### config.mk
export PLATFORM = sky130hd
export DESIGN_NAME = param_cam
export DESIGN_NICKNAME = d
export VERILOG_FILES = /design/src/rtl/param_cam.sv
export SDC_FILE = /design/constraint.sdc
export NUM_CORES = 1
export LEC_CHECK = 0
export CAP_MARGIN = 20
export CORE_UTILIZATION = 48
export CTS_CLUSTER_SIZE = 30
export DETAILED_ROUTE_END_ITERATION = 16
export GPL_TIMING_DRIVEN = 0
export HOLD_SLACK_MARGIN = 0.05
export PLACE_DENSITY = 0.71
export SLEW_MARGIN = 20
export SYNTH_ARGS = -nofsm -noshare
export SYNTH_HDL_FRONTEND = slang
export SYNTH_SLANG_ARGS = --single-unit
### constraint.sdc
create_clock -name Clk -period 2.3 [get_ports Clk]
set_clock_uncertainty 0.05 [all_clocks]
set_input_delay 0.46 -clock Clk [delete_from_list [all_inputs] [get_ports Clk]]
set_output_delay 0.46 -clock Clk [all_outputs]
set_load 0.1 [all_outputs]
### src/rtl/param_cam.sv
// Masked-compare content-addressable memory with a parameterised number of
// compare lanes; a search sweeps the array in ascending chunks of LANES entries.
//
// state  | meaning
// IDLE   | waiting for a search; writes/deletes allowed
// SEARCH | comparing one chunk per cycle; Busy=1, memory frozen
// DONE   | one-cycle Done pulse; results final, new search may start
module param_cam #(
  parameter int DATA_WIDTH = 4,
  parameter int ADDR_WIDTH = 2,
  parameter int LANES      = 1
) (
  input  logic                  Clk,
  input  logic                  Rest,
  input  logic                  Writ_Enable,
  input  logic                  Del_Enable,
  input  logic [ADDR_WIDTH-1:0] WR_Addr,
  input  logic [DATA_WIDTH-1:0] Data_IN,
  input  logic                  Search_Start,
  input  logic [DATA_WIDTH-1:0] CMP_Din,
  input  logic [DATA_WIDTH-1:0] CMP_Mask,
  output logic                  Busy,
  output logic                  Done,
  output logic                  Match,
  output logic                  Multi_Match,
  output logic [ADDR_WIDTH-1:0] Match_Addr,
  output logic [ADDR_WIDTH:0]   Match_Count
);

  localparam int DEPTH     = 1 << ADDR_WIDTH;
  localparam int N_CHUNKS  = DEPTH / LANES;
  localparam int LANE_BITS = (LANES > 1) ? $clog2(LANES) : 0;
  localparam logic [ADDR_WIDTH-1:0] LAST_CHUNK = ADDR_WIDTH'(N_CHUNKS - 1);

  typedef enum logic [1:0] {IDLE, SEARCH, DONE} state_t;

  state_t                state;
  logic [DATA_WIDTH-1:0] mem [DEPTH];
  logic [DEPTH-1:0]      valid;
  logic [DATA_WIDTH-1:0] key_q;
  logic [DATA_WIDTH-1:0] mask_q;
  logic [ADDR_WIDTH-1:0] chunk_left;

  logic [ADDR_WIDTH-1:0] chunk_base;
  logic [LANES-1:0]      lane_hit;
  logic [ADDR_WIDTH:0]   chunk_hits;
  logic [ADDR_WIDTH-1:0] first_addr;
  logic                  chunk_any;
  logic [ADDR_WIDTH:0]   count_nxt;
  logic                  mem_open;

  // chunk_left counts down, so the chunk being compared is LAST_CHUNK - chunk_left
  always_comb begin
    chunk_base = (LAST_CHUNK - chunk_left) << LANE_BITS;
    lane_hit   = '0;
    chunk_hits = '0;
    first_addr = '0;
    chunk_any  = 1'b0;
    for (int l = 0; l < LANES; l++) begin
      lane_hit[l] = valid[chunk_base + ADDR_WIDTH'(l)] &&
                    (((mem[chunk_base + ADDR_WIDTH'(l)] ^ key_q) & mask_q) == '0);
      if (lane_hit[l]) begin
        chunk_hits = chunk_hits + (ADDR_WIDTH+1)'(1);
        if (!chunk_any) first_addr = chunk_base + ADDR_WIDTH'(l);
        chunk_any = 1'b1;
      end
    end
    count_nxt = Match_Count + chunk_hits;
  end

  assign mem_open = (state != SEARCH);

  always_ff @(posedge Clk) begin
    if (Rest) begin
      state       <= IDLE;
      valid       <= '0;
      for (int i = 0; i < DEPTH; i++) mem[i] <= '0;
      key_q       <= '0;
      mask_q      <= '0;
      chunk_left  <= '0;
      Busy        <= 1'b0;
      Done        <= 1'b0;
      Match       <= 1'b0;
      Multi_Match <= 1'b0;
      Match_Addr  <= '0;
      Match_Count <= '0;
    end else begin
      // write wins over delete; the search started this edge sees the update
      if (mem_open) begin
        if (Writ_Enable) begin
          mem[WR_Addr]   <= Data_IN;
          valid[WR_Addr] <= 1'b1;
        end else if (Del_Enable) begin
          valid[WR_Addr] <= 1'b0;
        end
      end

      case (state)
        IDLE, DONE: begin
          Done <= 1'b0;
          if (Search_Start) begin
            state       <= SEARCH;
            Busy        <= 1'b1;
            key_q       <= CMP_Din;
            mask_q      <= CMP_Mask;
            chunk_left  <= LAST_CHUNK;
            Match       <= 1'b0;
            Multi_Match <= 1'b0;
            Match_Addr  <= '0;
            Match_Count <= '0;
          end else begin
            state <= IDLE;
          end
        end
        SEARCH: begin
          Match_Count <= count_nxt;
          Match       <= (count_nxt != '0);
          Multi_Match <= (count_nxt > (ADDR_WIDTH+1)'(1));
          // Match still low means no earlier chunk hit, so this is the lowest
          if (!Match && chunk_any) Match_Addr <= first_addr;
          if (chunk_left == '0) begin
            state <= DONE;
            Busy  <= 1'b0;
            Done  <= 1'b1;
          end else begin
            chunk_left <= chunk_left - ADDR_WIDTH'(1);
          end
        end
        default: state <= IDLE;
      endcase
    end
  end

endmodule

# Yosys cells after proc, flatten, opt, wreduce, memory -nomap -nowiden
# Memory sizes are Yosys's and may differ from the RTL's.
# Index checks and enable logic that the tools add are counted.
# totals
ff_bits,25
ramBits,16
out_inout_bits,9
word_cells,87
mem_count,1
# classes
n_addsub,3
magnitude_cmp,4
n_eq_ne,7
mux,37
bitwise,5
n_reduce_logical,19
# mem_list
name,depth,word_bits,rd,rd_clocked_by_memory_dff,wr,line,source
mem,4,4,1,0,4,38,logic [DATA_WIDTH-1:0] mem [DEPTH];
# op_table
operator,count
$mux 1,16
$mux 2,7
$mux 4,3
$pmux 2 s2,3
$reduce_and 3->1,3
$and 4x4->4,2
$ne 2x2->1 const B,4
$pmux 1 s2,4
$reduce_and 2->1,4
$lt 2x3->1 const B,2
$pmux 3 s2,1
$logic_not 2->1,2
$logic_not 4->1,1
$not 4->4,1
$or 4x4->4,1
$reduce_bool 2->1,2
$reduce_or 4->1,1
$xor 4x4->4,1
$add 3x1->3,1
$gt 3x1->1 const B,1
$logic_and 1x1->1,3
$mux 3,1
$reduce_bool 3->1,1
$bmux 1 s2,1
other kinds (9),9

# Logic depth before layout (Yosys ltp)
# An unclocked memory read counts as a cell.
# depth
word_depth,10
ltp_mapped,11
depth_no_buf,10

# Worst setup path before layout
# No wires, ideal clock.
# synth_timing
path_type,register -> register
from,reg chunk_left[0]
to,reg Match
setup_ns,0.133
arrival_ns,2.129
t_required_ns,2.117
setup_slack_ns,-0.011
path_stages_with_launch,9
synth_period_minus_slack_ns,2.311
cell_sequence,dfxtp_1 -> mux4_1 -> xnor2_1 -> o211a_1 -> ha_1 -> ha_1 -> xor2_1 -> o21ai_0 -> a31oi_1
# synth_between
elab_chain_cells,10
elab_cells_between_ends,12
cone_classes,2 x add/sub; 4 x mux; 2 x bitwise; 3 x reduce/logical; 1 x memory
# synth_lines
element,line,source
"start, declared",42,logic [ADDR_WIDTH-1:0] chunk_left;
"start signal, assigned",126,chunk_left <= chunk_left - ADDR_WIDTH'(1);
$sub 2x2->2 (*),54,chunk_base = (LAST_CHUNK - chunk_left) << LANE_BITS;
$mem_v2 4x4,n/a,
$xor 4x4->4,61,(((mem[chunk_base + ADDR_WIDTH'(l)] ^ key_q) & mask_q) == '0);
$and 4x4->4,61,
$logic_not 4->1,61,
$logic_and 1x1->1 (*),60,lane_hit[l] = valid[chunk_base + ADDR_WIDTH'(l)] &&
$mux 1 (*),62,if (lane_hit[l]) begin
$add 3x1->3 (*),68,count_nxt = Match_Count + chunk_hits;
$reduce_bool 3->1 (*),117,Match <= (count_nxt != '0);
$pmux 1 s2 (*),98,case (state)
"end signal, assigned",117,
"end, declared",24,"output logic Match,"
# Mark *: on every way between the ends. The rest lies on a longest branch, timed or not. The select of a mux whose other input is x is not followed.
# A chain may end at the register's enable or synchronous reset.

# Final worst setup path
# Ends and elaborated chain as after synthesis.

==> metrics.txt <==
# TYPE chip_impl_metric gauge
chip_impl_metric{name="wl_met2",unit="um"} 2190
chip_impl_info{name="min_path_type",value="flip-flop to flip-flop"} 1
chip_impl_metric{name="clkSlewWorstSetupHoldPaths",unit="ns"} 0.07
chip_impl_metric{name="cts.sinks",unit=""} 41
chip_impl_metric{name="dr_total_vias",unit=""} 1534
chip_impl_metric{name="report.final.hold_viol_count",unit=""} 0
chip_impl_metric{name="port_buffers",unit=""} 27
chip_impl_metric{name="postSynthNetCount",unit=""} 216
chip_impl_metric{name="cp_max_fo",unit=""} 7
chip_impl_metric{name="power.density_cell_area",unit="mW/mm2"} 669
chip_impl_info{name="most_common_cell_after_layout_fill_and_taps_aside",value="sky130_fd_sc_hd__nand2_1"} 1
chip_impl_metric{name="seq_power_share",unit="%"} 49.1
chip_impl_metric{name="routed-wl-met3",unit="um"} 143
chip_impl_metric{name="grt_use_total",unit="%"} 22.2
chip_impl_metric{name="ant_nets",unit=""} 0
chip_impl_metric{name="synth-edff-count",unit=""} 16
chip_impl_metric{name="grt_antenna_before_repair",unit=""} 0
chip_impl_info{name="layout_common_cells",value="31 x sky130_fd_sc_hd__nand2_1, 23 x sky130_fd_sc_hd__dfxtp_1, 23 x sky130_fd_sc_hd__nor2_1, 19 x sky130_fd_sc_hd__clkdlybuf4s50_1, 16 x sky130_fd_sc_hd__edfxtp_1"} 1
chip_impl_info{name="worstSetupPathType",value="flip-flop to flip-flop"} 1
chip_impl_metric{name="synth_sequential_area_ratio",unit="%"} 51.5
chip_impl_metric{name="cts_hold_buf",unit=""} 0
chip_impl_metric{name="rows",unit=""} 22
chip_impl_metric{name="multi_input_area",unit="um2"} 952
chip_impl_metric{name="die_y",unit="um"} 65.0
chip_impl_metric{name="synth.top_cell.area_share",unit="%"} 26.3
chip_impl_metric{name="top_level_ports",unit=""} 28
chip_impl_metric{name="clock_insertion_delay_worst_skew",unit="ns"} 0.29
chip_impl_metric{name="dieWidth",unit="um"} 65.0
chip_impl_metric{name="detailed_place_hpwl",unit="um"} 2910
chip_impl_metric{name="synth_area_per_cell",unit="um2"} 9.82
chip_impl_info{name="cpLargestDelayFamily",value="compound AO/OA/AOI/OAI gates"} 1
chip_impl_metric{name="report.final.slew_viol_count",unit=""} 0
chip_impl_metric{name="max_stage_delay",unit="ns"} 0.38
chip_impl_metric{name="static-leakage-power",unit="nW"} 1.03
chip_impl_metric{name="postRouteWirelength",unit="um"} 4190
chip_impl_metric{name="synth-warning-count",unit=""} 0
chip_impl_metric{name="post-route-util",unit="%"} 67.1
chip_impl_info{name="route.top_layer_used",value="met4"} 1
chip_impl_metric{name="max_slew_margin",unit="%"} 33.5
chip_impl_metric{name="worst-slew-pin-transition",unit="ns"} 1.00
chip_impl_metric{name="drive_above_1_share",unit="%"} 16.2
chip_impl_metric{name="globalRouteOverflowTotal",unit=""} 0
chip_impl_metric{name="place_congestion",unit=""} 0.804
chip_impl_metric{name="ys_async_sr_fraction",unit="%"} 0
chip_impl_metric{name="ys_seq_elements",unit=""} 41
chip_impl_metric{name="sequential_standard_cell_area",unit="um2"} 986
chip_impl_metric{name="internal_portion_of_total_power",unit="mW"} 1.25
chip_impl_metric{name="dieArea",unit="mm2"} 0.00422
chip_impl_info{name="cp-start-kind",value="flip-flop"} 1
chip_impl_metric{name="setup_slack",unit="ns"} -0.0474
chip_impl_info{name="dominantRegCellSynth",value="sky130_fd_sc_hd__dfxtp_1"} 1
chip_impl_metric{name="placeableCoreArea",unit="mm2"} 0.00374
chip_impl_info{name="timing.critical_path.mode_cell",value="sky130_fd_sc_hd__ha_4"} 1
chip_impl_info{name="endpoint_kind_of_the_worst_setup_timing_path",value="flip-flop"} 1
chip_impl_info{name="synth.area.top_cells",value="sky130_fd_sc_hd__dfxtp_1 26%, sky130_fd_sc_hd__edfxtp_1 25%, sky130_fd_sc_hd__mux2i_1 6.3%, sky130_fd_sc_hd__nand2_1 6.1%, sky130_fd_sc_hd__nor2_1 4.7%"} 1
chip_impl_metric{name="drt_drc_violations_left",unit=""} 0
chip_impl_metric{name="fill_cells",unit=""} 307
chip_impl_metric{name="met1_length",unit="um"} 1740
chip_impl_info{name="synth_top_area_cell",value="sky130_fd_sc_hd__dfxtp_1"} 1
chip_impl_metric{name="nNetsFinal",unit=""} 256
chip_impl_metric{name="clock.fmax",unit="GHz"} 0.426
chip_impl_metric{name="num_cts_buffers",unit=""} 5
chip_impl_metric{name="total_switching_power",unit="uW"} 428
chip_impl_metric{name="initial_utilization",unit="%"} 50.9
chip_impl_metric{name="grt_start_max_net_pins",unit=""} 14
chip_impl_metric{name="max_cap_violations",unit=""} 0
chip_impl_info{name="status",value="complete, but fails checks"} 1
chip_impl_metric{name="worst_ep_arrival_time",unit="ns"} 2.51
chip_impl_info{name="tritoncts_clock_tree",value="yes"} 1
chip_impl_metric{name="p_comb_share",unit="%"} 17.6
chip_impl_metric{name="final_area",unit="mm2"} 0.00251
chip_impl_metric{name="avgViaCountPerCell",unit=""} 5.42
chip_impl_metric{name="period_share",unit="%"} 102
chip_impl_metric{name="antenna-diode-count",unit=""} 0
chip_impl_metric{name="dr.first_iter.drc_count",unit=""} 67
chip_impl_metric{name="setup_viol_count_final",unit=""} 2
chip_impl_metric{name="postSynthCellCount",unit=""} 194
chip_impl_metric{name="power.share.switching",unit="%"} 25.4
chip_impl_metric{name="cp_num_buf_inv",unit=""} 1
chip_impl_info{name="cell_with_the_biggest_individual_delay_on_the_critical_path",value="sky130_fd_sc_hd__dfxtp_4"} 1
chip_impl_metric{name="required",unit="ns"} 2.46
chip_impl_info{name="failed_checks",value="negative setup slack"} 1
chip_impl_metric{name="area_delta_synth_final",unit="%"} 32.0
chip_impl_info{name="ctsRootBufferMaster",value="sky130_fd_sc_hd__clkbuf_8"} 1
chip_impl_metric{name="synth_area",unit="mm2"} 0.00190
chip_impl_metric{name="htree_levels",unit=""} 2
chip_impl_metric{name="synth.lib_cells_used.distinct",unit=""} 37
chip_impl_info{name="timing.critical_path.cells",value="buf_12 > mux2i_2 > xnor2_1 > a311oi_2 > o211a_1 > ha_4 > ha_4 > xor2_2 > o21ai_2 > a31oi_1"} 1
chip_impl_metric{name="grt_pass1_vias",unit=""} 1487
chip_impl_metric{name="max-vdd-ir-drop",unit="mV"} 0.534
chip_impl_metric{name="first_pass_grt_wire_length",unit="um"} 6810
chip_impl_metric{name="clk_buf_depth",unit=""} 2
chip_impl_info{name="rsz0062_at_grt",value="true"} 1
chip_impl_metric{name="avgRoutedWirePerCell",unit="um"} 14.8
chip_impl_metric{name="fin_crit",unit="ns"} 2.35
chip_impl_metric{name="dr.pass1.iters",unit=""} 4
chip_impl_metric{name="placed_cell_area",unit="mm2"} 0.00223
chip_impl_metric{name="pwr-share-clk",unit="%"} 33.3
[worst reg2reg max path: cells and delay by family, from the launching register on]
family          cells  cell delay, ns
compound gates      4            0.84
xor+xnor            2            0.29
fa+ha+maj           2            0.30
buf+inv             1            0.14
flops               1            0.38
mux                 1            0.27
[final timing paths]
| kind | startpoint | to | slack, ns | cells past startpoint |
|---|---|---|---|---|
| setup / recovery | chunk_left[0]$_SDFFE_PP0P_ | Match$_SDFFE_PP0P_ | -0.05 | 10 |
| hold / removal | Match_Addr[0]$_SDFFE_PP0P_ | Match_Addr[0]$_SDFFE_PP0P_ | 0.41 | 2 |
| setup reg to reg | chunk_left[0]$_SDFFE_PP0P_ | Match$_SDFFE_PP0P_ | -0.05 | 10 |
| hold reg to reg | Match_Addr[0]$_SDFFE_PP0P_ | Match_Addr[0]$_SDFFE_PP0P_ | 0.41 | 2 |
[routing by layer]
metal | vias up | GRT usage (%)
li1 | 749 | -
met2 | 30 | 38.2
met1 | 745 | 25.4
met3 | 10 | 6.51
met5 | - | 0
met4 | 0 | 9.72
[stage by stage]
step           TNS, ns  cells  worst slack [ns]  hold WS, ns  total power [mW]
4_1_cts        -0.0518    282           -0.0324        0.411              1.67
6_report       -0.0663    283           -0.0474        0.412              1.68
5_1_grt         -0.465    283            -0.194        0.434              1.75
3_5_place_dp    -0.887    269            -0.307        0.403              1.09
2_1_floorplan        0    194            0.0370        0.386              1.01
3_3_place_gp    -0.600    269            -0.195        0.394              1.08
[cells in the mapped netlist, drive strengths merged, types with 3 or more instances]
cell type   n
a21oi      17
buf         3
clkbuf      5
dfxtp      25
edfxtp     16
ha          3
inv         9
mux2i      12
nand2      31
nand2b      6
nand3b      4
nor2       24
o21ai       6
or2         6
or3b        3
xnor2       3
[flip-flops by register name, indices dropped and copies added, names as in the netlist, 2 cells and up, named ones only]
register,flops
key_q,4
Match_Count,3
chunk_left,2
mask_q,4
state,2
Match_Addr,2
mem,16
[power groups by stage]
| stage | Combinational (mW) | Clock (mW) | Sequential [mW] |
|---|---|---|---|
| 2_1_floorplan | 0.150 | 0 | 0.856 |
| 3_3_place_gp | 0.247 | 0 | 0.833 |
| 3_5_place_dp | 0.253 | 0 | 0.836 |
| 4_1_cts | 0.278 | 0.567 | 0.822 |
| 5_1_grt | 0.323 | 0.596 | 0.831 |
| 6_report | 0.296 | 0.560 | 0.826 |
[timing repair]
item,4_1_cts,5_1_grt
buffers inserted,5,1
endpoints found under the setup margin,8,8
cloned,0,0
gates resized for setup,20,16
pin swaps,5,9
[cells by family after synthesis]
kind of cell    Yosys count  share of synthesized area, %
buf+inv                  17                          3.81
xor+xnor                  4                          1.84
simple gates             82                          20.2
fa+ha+maj                 3                          1.97
mux                      14                          9.07
compound gates           33                          11.6
flops                    41                          51.5
[layout make-up]
cell class | instances | share of cell area, %
plain buffers | 8 | 1.99
multi-input cells | 136 | 37.9
repair buffers | 33 | 12.9
inverters | 9 | 1.34
clock inverters | 2 | 1.39
clock buffers | 6 | 2.89
flip-flops and latches | 41 | 39.2
well taps | 48 | 2.39
(Power assumes the default switching activity.)
